--- config.mk ---
export PLATFORM = sky130hd
export DESIGN_NAME = phase_seq_ctrl
export DESIGN_NICKNAME = d
export VERILOG_FILES = /design/src/rtl/phase_seq_ctrl.sv
export SDC_FILE = /design/constraint.sdc
export NUM_CORES = 1
export LEC_CHECK = 0
export CORE_MARGIN = 2
export CORE_UTILIZATION = 40
export CTS_CLUSTER_DIAMETER = 40
export DETAILED_ROUTE_END_ITERATION = 7
export PLACE_DENSITY = 0.72
export SYNTH_ARGS = -nofsm -noshare
export SYNTH_HDL_FRONTEND = slang
export SYNTH_SLANG_ARGS = --single-unit
--- constraint.sdc ---
create_clock -name clk -period 2.2 [get_ports clk]
set_clock_uncertainty 0.05 [all_clocks]
set_input_delay 0.22 -clock clk [delete_from_list [all_inputs] [get_ports clk]]
set_output_delay 0.22 -clock clk [all_outputs]
set_load 0.1 [all_outputs]
--- src/rtl/phase_seq_ctrl.sv ---
// One-hot phase sequencer: steps an MSB-first one-hot pulse across N_PH outputs,
// holding each phase for a latched dwell, in single-pass or continuous mode.
module phase_seq_ctrl #(
    parameter int N_PH  = 4,
    parameter int CNT_W = 8,
    parameter int PH_W  = 3
) (
    input  logic             clk,
    input  logic             rst,
    input  logic             start,
    input  logic             stop,
    input  logic             mode,
    input  logic [CNT_W-1:0] dwell,
    input  logic [PH_W-1:0]  nph,
    output logic [N_PH-1:0]  q,
    output logic [PH_W-1:0]  phase_idx,
    output logic             busy,
    output logic             done
);

    typedef enum logic [1:0] {
        IDLE = 2'd0,
        RUN  = 2'd1,
        DONE = 2'd2
    } state_t;

    localparam logic [N_PH-1:0]  MSB_OH  = {1'b1, {(N_PH-1){1'b0}}};
    localparam logic [PH_W-1:0]  NPH_MAX = PH_W'(N_PH);
    localparam logic [PH_W-1:0]  PH_ONE  = PH_W'(1);
    localparam logic [CNT_W-1:0] CNT_ONE = CNT_W'(1);

    state_t           state_q;
    logic             mode_q;
    logic             stop_pend_q;
    logic [CNT_W-1:0] dwell_q;
    logic [CNT_W-1:0] cnt_q;
    logic [PH_W-1:0]  nph_q;

    logic [CNT_W-1:0] dwell_d;
    logic [PH_W-1:0]  nph_d;
    logic             last_ph;

    // Clamp the configuration as it is latched so the run logic never sees 0 or >N_PH.
    always_comb begin
        dwell_d = (dwell == '0) ? CNT_ONE : dwell;
        nph_d   = ((nph == '0) || (nph > NPH_MAX)) ? NPH_MAX : nph;
        last_ph = (phase_idx == (nph_q - PH_ONE));
    end

    always_ff @(posedge clk) begin
        if (rst) begin
            state_q     <= IDLE;
            q           <= '0;
            phase_idx   <= '0;
            busy        <= 1'b0;
            done        <= 1'b0;
            cnt_q       <= '0;
            stop_pend_q <= 1'b0;
            mode_q      <= 1'b0;
            dwell_q     <= CNT_ONE;
            nph_q       <= NPH_MAX;
        end else begin
            case (state_q)
                IDLE: begin
                    done <= 1'b0;
                    if (start) begin
                        state_q     <= RUN;
                        mode_q      <= mode;
                        dwell_q     <= dwell_d;
                        nph_q       <= nph_d;
                        stop_pend_q <= stop;
                        q           <= MSB_OH;
                        phase_idx   <= '0;
                        busy        <= 1'b1;
                        cnt_q       <= dwell_d - CNT_ONE;
                    end
                end
                RUN: begin
                    if (stop) begin
                        stop_pend_q <= 1'b1;
                    end
                    if (cnt_q != '0) begin
                        cnt_q <= cnt_q - CNT_ONE;
                    end else if (!last_ph) begin
                        q         <= q >> 1;
                        phase_idx <= phase_idx + PH_ONE;
                        cnt_q     <= dwell_q - CNT_ONE;
                    end else if (mode_q && !stop_pend_q) begin
                        q         <= MSB_OH;
                        phase_idx <= '0;
                        cnt_q     <= dwell_q - CNT_ONE;
                    end else begin
                        state_q   <= DONE;
                        q         <= '0;
                        phase_idx <= '0;
                        busy      <= 1'b0;
                        done      <= 1'b1;
                        cnt_q     <= '0;
                    end
                end
                DONE: begin
                    state_q     <= IDLE;
                    done        <= 1'b0;
                    stop_pend_q <= 1'b0;
                end
                default: begin
                    state_q <= IDLE;
                    q       <= '0;
                    busy    <= 1'b0;
                    done    <= 1'b0;
                end
            endcase
        end
    end

endmodule
==> out/qor.yml, run 1 <==
dp_hpwl_mm: 3.65
vias: 1945
clock_sinks: 32
hold_depth: 2
combPwrFrac: 0.408
drc: 0
post-cts-setup-buffers: 0
ys_seq_elements: 32
syn_area_per_cell_um2: 7.95
cts_root_buffer: "clkbuf_8"
die_w_um: 74.5
ys.flop_type: "dfxtp_1"
syn-cell-area_um2: 1990
crit_chain: "inv_1 -> ha_1 -> xnor2_1 -> nor3_2 -> a21oi_2 -> a311oi_1 -> a211oi_1"
placedInstanceArea_um2: 2460
gp_congestion: 0.885
clkLatencyLatePin_ns: 0.29
maxSlewViolCount: 0
status: "complete, no violations"
synth_top_area_share: 0.322
setup_viol: 0
tns_ns: 0
maxSlewHeadroom: 0.647
rows: 25
die_area_um2: 5550
area_growth_pct: 30.9
worst_ep_required_time_ns: 2.31
synthTopCellsByArea: "dfxtp_1, ha_1, nand2_1"
grt-ovfl-total: 0
synth.distinct_cells: 48
pwr-share-seq: 0.316
synth_edf_count: 0
syn-num-nets: 277
hold_end: "done"
reg2reg_slack_ns: 0.06
core_um2: 4750
ys_seq_area_frac: 0.322
drtPass1Iterations: 4
p_clk_frac: 0.276
final_cell_area_um2: 2600
max_freq_mhz: 468
die_h_um: 74.5
layout_common_cells: "nand2_1, buf_4, dfxtp_1"
worstSetupStartpointType: "register"
antenna_found_initial: 0
grt_pass1_vias: 1801
path_delay_family: "compound AO/OA/AOI/OAI gates"
power.density_nw_per_um2: 875
reg2reg_to: "cnt_q[0]"
r2r-start: "nph_q[0]"
slowest_delay_ns: 0.47
drtIter0Drc: 148
yosys_warnings: 0
cp.arrival_ns: 2.25
period_needed_ns: 2.14
final_common_cell: "nand2_1"
h-tree-depth: 2
hold_viol_final: 0
ant_nets: 0
cts_buffers: 5
cap_violations: 0
start_util: 0.418
finish.utilization: 0.547
hp-start: "done"
path_class: "register to register"
clk_pin_slew_worst_paths_ns: 0.07
hold_path.class: "register to register"
cp_slowest_cell: "nor3_2"
grt_start_max_net_pins: 35
final_nets: 325
worst-path-buf-inv: 1
io_buffers: 24
crit_fanout: 7
post-route-period-util: 0.971
synth_largest_area_cell: "dfxtp_1"
antennaDiodeCount: 0
grt_pass1_wl_mm: 8.39
clock_path_buffers: 2
cts_tree: "done"
switching_share: 0.368
total_power_mw: 2.27
wirelength_mm: 4.90
avgRoutedWirePerCell_um: 13.4
io_pins: 25
grt.total_usage: 0.198
crit_path_end_kind: "register"
drive_above_1_share: 0.191
p_int_mw: 1.44
ir_drop_v: 0.000354
power.switching_mw: 0.837
worst_pin_slew_ns: 0.526
viasPerCell: 5.31
netlist_instances: 250
reg2regPathDepth: 7
synthArstFlopShare: 0
p_leak_nw: 1.03
through the flow:
step                instances  hold slack (ns)  setup WS [ns]
floorplan                 250            0.306        0.00217
global placement          358            0.392        -0.0275
detailed placement        358            0.401         -0.125
CTS                       366            0.409         0.0867
global route              366            0.443        -0.0138
finish                    366            0.407         0.0627
power groups by stage:
stage	clock network, mW	logic [mW]	registers, mW
2_1_floorplan	0	0.528	0.813
3_3_place_gp	0	0.896	0.727
3_5_place_dp	0	0.905	0.729
4_1_cts	0.638	0.912	0.716
5_1_grt	0.661	1.03	0.730
6_report	0.628	0.929	0.718
worst reg2reg max path: stages (launching register included):
cell	delay, ns
dfxtp_1	0.33
inv_1	0.04
ha_1	0.29
xnor2_1	0.14
nor3_2	0.47
a21oi_2	0.21
a311oi_1	0.39
a211oi_1	0.09
layout make-up:
cell class / count / area (um2)
well taps: 67 / 83.8
fillers: 467 / 2150
multi-input cells: 196 / 1270
flip-flops and latches: 32 / 643
clock buffers: 7 / 96.3
clock inverters: 1 / 30.0
inverters: 13 / 48.8
repair buffers: 50 / 425
per-layer routing:
layer / up-vias / share of wire / global-route usage / wire [um]
met4: 0 / 0.017 / 0.0754 / 82
li1: 997 / - / - / -
met2: 46 / 0.46 / 0.295 / 2250
met1: 892 / 0.48 / 0.273 / 2370
met3: 10 / 0.040 / 0.0528 / 198
met5: - / 0 / 0 / 0
cell families after synthesis:
logic type               after synthesis  synth area share
AND/OR/NAND/NOR                      107             0.275
adder cells (fa/ha/maj)               11            0.0693
AO/OA/AOI/OAI                         61             0.205
flip-flops                            32             0.322
multiplexers                           3            0.0157
buffers and inverters                 22            0.0428
XOR/XNOR                              14            0.0693
state kept, by name (all words and copies together) (netlist names):
signal / flops
cnt_q: 8
state_q: 2
busy: 1
nph_q: 3
phase_idx: 3
mode_q: 1
dwell_q: 8
q: 4
done: 1
stop_pend_q: 1
synth_stat cells, drive strengths merged (3+ instances only):
cell type   n
nor4        4
a21oi      27
nor3b       3
nand3       4
nor2b       3
nor3       10
nand2      37
xnor2       9
inv        13
o22ai       3
xor2        4
nand4       4
or4         6
nor2       20
nand2b      6
dfxtp      32
o21ai       8
a221oi      5
ha         11
clkbuf      8
a21boi      4
nand3b      3
a311oi      3
how the worst max path moves through the flow:
stage	from	endpoint	cells past startpoint	slack, ns
after floorplan	phase_idx[0]	cnt_q[0]	5	0.002
after global placement	dwell[3]	cnt_q[5]	6	-0.03
after detailed placement	dwell[6]	cnt_q[4]	8	-0.12
after CTS	cnt_q[0]	phase_idx[0]	7	0.09
after global routing	cnt_q[1]	phase_idx[0]	7	-0.01
final	nph_q[0]	cnt_q[0]	7	0.06
repair_timing:
| item | in CTS | in global routing |
|---|---|---|
| setup endpoints to repair | 0 | 3 |
| hold buffers | 0 | 0 |
| resized for setup | 0 | 3 |
| hold endpoints to repair | 0 | 0 |
Power figures use the tool's default switching activity.
==> inputs of run 2 (changes only) <==
- CORE_ASPECT_RATIO: default -> 1.75
- PLACE_DENSITY: 0.72 -> 0.61
==> out/qor.yml, run 2 (synthesis gave the netlist of run 1 again) <==
status: "complete, no violations"
placedInstanceArea_um2: 2430
power.density_nw_per_um2: 855
grt-ovfl-total: 0
io_pins: 25
gp_congestion: 0.865
worst_ep_required_time_ns: 2.36
cap_violations: 0
clock_path_buffers: 2
crit_path_end_kind: "register"
cts_tree: "done"
clk_pin_slew_worst_paths_ns: 0.07
area_growth_pct: 28.4
hold_viol_final: 0
clock_sinks: 32
start_util: 0.406
grt_pass1_vias: 1970
total_power_mw: 2.18
largestRegisters: "cnt_q x8, dwell_q x8, q x4"
post-route-period-util: 0.944
viasPerCell: 5.52
crit_fanout: 4
grt.total_usage: 0.201
setup_viol: 0
drtPass1Iterations: 4
antennaDiodeCount: 0
period_needed_ns: 2.08
wirelength_mm: 5.09
cts_root_buffer: "clkbuf_8"
clkLatencyLatePin_ns: 0.28
die_w_um: 57.3
p_leak_nw: 1.01
core_um2: 4890
holdBufCountCts: 0
worst_pin_slew_ns: 0.448
cp.arrival_ns: 2.24
dp_cells: 345
die_area_um2: 5570
maxSlewViolCount: 0
grt_start_max_net_pins: 21
path_class: "register to register"
ant_nets: 0
vias: 1949
tns_ns: 0
drive_above_1_share: 0.184
cts_buffers: 5
antenna_found_initial: 0
ir_drop_v: 0.000635
h-tree-depth: 2
rsz0062_at_grt: "false"
dp_hpwl_mm: 3.94
hold_path.class: "register to register"
fill_cells: 479
die_h_um: 97.2
layout_common_cells: "nand2_1, buf_4, dfxtp_1"
final_common_cell: "nand2_1"
grt_pass1_wl_mm: 8.83
max_freq_mhz: 481
maxSlewHeadroom: 0.699
layoutNonFillerInstCount: 353
avgRoutedWirePerCell_um: 14.4
rows: 34
final_nets: 325
drtIter0Drc: 55
hold_slack_ns: 0.405
worstSetupStartpointType: "register"
io_buffers: 24
final_cell_area_um2: 2550
drc: 0
-- run 2: layout make-up --
| class | count | area, um2 | share of cell area |
|---|---|---|---|
| clock buffers | 6 | 72.6 | 0.0284 |
| flip-flops and latches | 32 | 643 | 0.252 |
| clock inverters | 2 | 35.0 | 0.0137 |
| multi-input cells | 196 | 1270 | 0.498 |
| inverters | 13 | 48.8 | 0.0191 |
| repair buffers | 50 | 413 | 0.162 |
| well taps | 54 | 67.6 | 0.0265 |
-- run 2: metal layers --
metal  part of all wire  wire length, um  track usage
met1               0.41             2090        0.223
met2               0.54             2750        0.356
met3              0.028              141       0.0426
met4              0.021              106       0.0859
met5                  0                0            0
-- run 2: final timing paths --
| check | from | endpoint | slack (ns) | cells after the start |
|---|---|---|---|---|
| setup / recovery | nph_q[0] | q[3] | 0.12 | 8 |
| hold / removal | done | done | 0.40 | 2 |
| setup reg to reg | nph_q[0] | q[3] | 0.12 | 8 |
| hold reg to reg | done | done | 0.40 | 2 |
-- run 2: through the flow --
step | utilization | setup WS, ns
2_1_floorplan | - | 0.00217
3_3_place_gp | 0.497 | -0.124
3_5_place_dp | 0.497 | -0.167
4_1_cts | 0.519 | 0.125
5_1_grt | 0.521 | 0.00247
6_report | 0.521 | 0.122
-- run 2: where the power goes --
part | total (mW) | switching [mW] | leakage [nW] | internal (mW)
Sequential | 0.723 | 0.0720 | 0.264 | 0.651
Combinational | 0.895 | 0.527 | 0.693 | 0.367
Clock | 0.564 | 0.228 | 0.0552 | 0.336
-- run 2: timing repair --
action / CTS / global route
gates resized for setup: 0 / 2
endpoints found under the hold margin: 0 / 0
buffers inserted: 0 / 0
endpoints found under the setup margin: 0 / 2
-- run 2: critical path, stage by stage, from the launching register on --
cell	delay, ns
dfxtp_1	0.37
inv_1	0.06
ha_1	0.30
xnor2_1	0.14
nor3_2	0.42
buf_4	0.21
nor3b_1	0.17
o21ai_0	0.11
a21oi_1	0.18
==> inputs of run 3 (changes only) <==
- CORE_UTILIZATION: 40 -> 45
- PLACE_DENSITY: 0.61 -> 0.67
- SLEW_MARGIN: default -> 30
==> out/qor.yml, run 3 (synthesis gave the netlist of run 1 again) <==
hold_slack_ns: 0.407
grt_use_met3: 0.0489
io_pins: 25
die_area_um2: 4980
clkLatencyLatePin_ns: 0.29
clk_pin_slew_worst_paths_ns: 0.07
final_common_cell: "nand2_1"
worst_pin_slew_ns: 0.424
r2r-start: "cnt_q[1]"
grt-ovfl-total: 0
grt_pass1_vias: 1941
hold_depth: 2
finish.utilization: 0.587
period_needed_ns: 2.05
hold_path.class: "register to register"
p_leak_nw: 1.00
maxSlewHeadroom: 0.715
cp_slowest_cell: "or4_4"
reg2regPathDepth: 7
grt.total_usage: 0.230
worst_ep_required_time_ns: 2.38
crit_start: "dwell[0]"
drtIter0Drc: 27
placedInstanceArea_um2: 2410
final_cell_area_um2: 2540
use_met2: 0.393
final_nets: 323
fill_cells: 421
path_class: "input port to register"
rows: 32
core_um2: 4320
top_usage_layer: "met2"
largestRegisters: "cnt_q x8, dwell_q x8, q x4"
dp_worst_setup_slack_ns: -0.172
cap_violations: 0
maxSlewViolCount: 0
clock_path_buffers: 2
multi_input_area_um2: 1280
ff_latch_area_um2: 643
reg2reg_slack_ns: 0.16
slowest_delay_ns: 0.55
hold_end: "q[0]"
reg2reg_to: "cnt_q[0]"
gp_congestion: 0.832
die_w_um: 54.2
cp.arrival_ns: 2.24
layout_common_cells: "nand2_1, buf_4, dfxtp_1"
power.density_nw_per_um2: 869
wirelength_mm: 5.00
grt_pass1_wl_mm: 8.60
setup_slack_ns: 0.147
dp_hpwl_mm: 3.80
vias: 1939
post-route-period-util: 0.933
ant_nets: 0
max_freq_mhz: 487
drtPass1Iterations: 4
clock_sinks: 32
viasPerCell: 5.57
cts_buffers: 5
grt_use_met1: 0.266
holdBufCountCts: 0
crit_path_end_kind: "register"
drc: 0
ir_drop_v: 0.000685
h-tree-depth: 2
hold_viol_final: 0
area_growth_pct: 27.7
avgRoutedWirePerCell_um: 14.4
cts_tree: "done"
crit_fanout: 4
status: "complete, no violations"
hp-start: "q[0]"
start_util: 0.459
grt_start_max_net_pins: 21
drive_above_1_share: 0.189
io_buffers: 24
setup_viol: 0
antennaDiodeCount: 0
cts_root_buffer: "clkbuf_8"
die_h_um: 91.9
rsz0062_at_grt: "false"
antenna_found_initial: 0
worstSetupStartpointType: "input port"
crit_chain: "clkdlybuf4s50_1 -> or4_4 -> or4_1 -> a2111oi_1 -> a221oi_1 -> nand2_1"
-- run 3: cell count changes in the layout (fill, tap and decap cells not counted) --
cell / delta
a21oi_2: +2
buf_4: -2
a21oi_1: -1
a21oi_4: -1
inv_1: -1
inv_2: +1
nor4_1: -1
nor4_2: +1
or3b_2: -1
or3b_4: +1
-- run 3: timing repair --
item	4_1_cts	5_1_grt
resized for setup	0	5
setup endpoints to repair	0	4
buffers inserted	0	1
-- run 3: worst max-delay path by stage --
stage | end | slack [ns] | cells after the start
final | cnt_q[5] | 0.15 | 6
after global routing | cnt_q[1] | 0.03 | 7
after CTS | phase_idx[0] | 0.06 | 7
after detailed placement | cnt_q[4] | -0.17 | 8
after global placement | cnt_q[5] | -0.15 | 6
after floorplan | cnt_q[0] | 0.002 | 5
-- run 3: layout make-up --
| cell class | instances | area share |
|---|---|---|
| Sequential cell | 32 | 0.253 |
| Tap cell | 51 | 0.0251 |
| Inverter | 13 | 0.0192 |
| Clock inverter | 2 | 0.0138 |
| Timing Repair Buffer | 48 | 0.157 |
| Clock buffer | 6 | 0.0286 |
| Multi-Input combinational cell | 196 | 0.503 |
-- run 3: worst max-delay path, delay by kind of cell --
kind	cells	cell delay (ns)
AND/OR/NAND/NOR	3	1.06
buffers and inverters	1	0.46
AO/OA/AOI/OAI	2	0.50
-- run 3: per-layer routing --
metal,vias to the layer above,wire length [um]
li1,984,-
met1,906,2120
met2,37,2620
met3,12,146
met4,0,123
met5,-,0
-- run 3: where the power goes --
part           internal [mW]  switching, mW
combinational          0.380          0.535
clock                  0.336          0.231
sequential             0.651         0.0713
-- run 3: stage by stage --
step | TNS [ns] | power [mW] | std cells
after floorplan | 0 | 1.34 | 250
after global placement | -0.383 | 1.62 | 339
after detailed placement | -0.534 | 1.62 | 339
after CTS | 0 | 2.19 | 347
after global routing | 0 | 2.34 | 348
final | 0 | 2.21 | 348
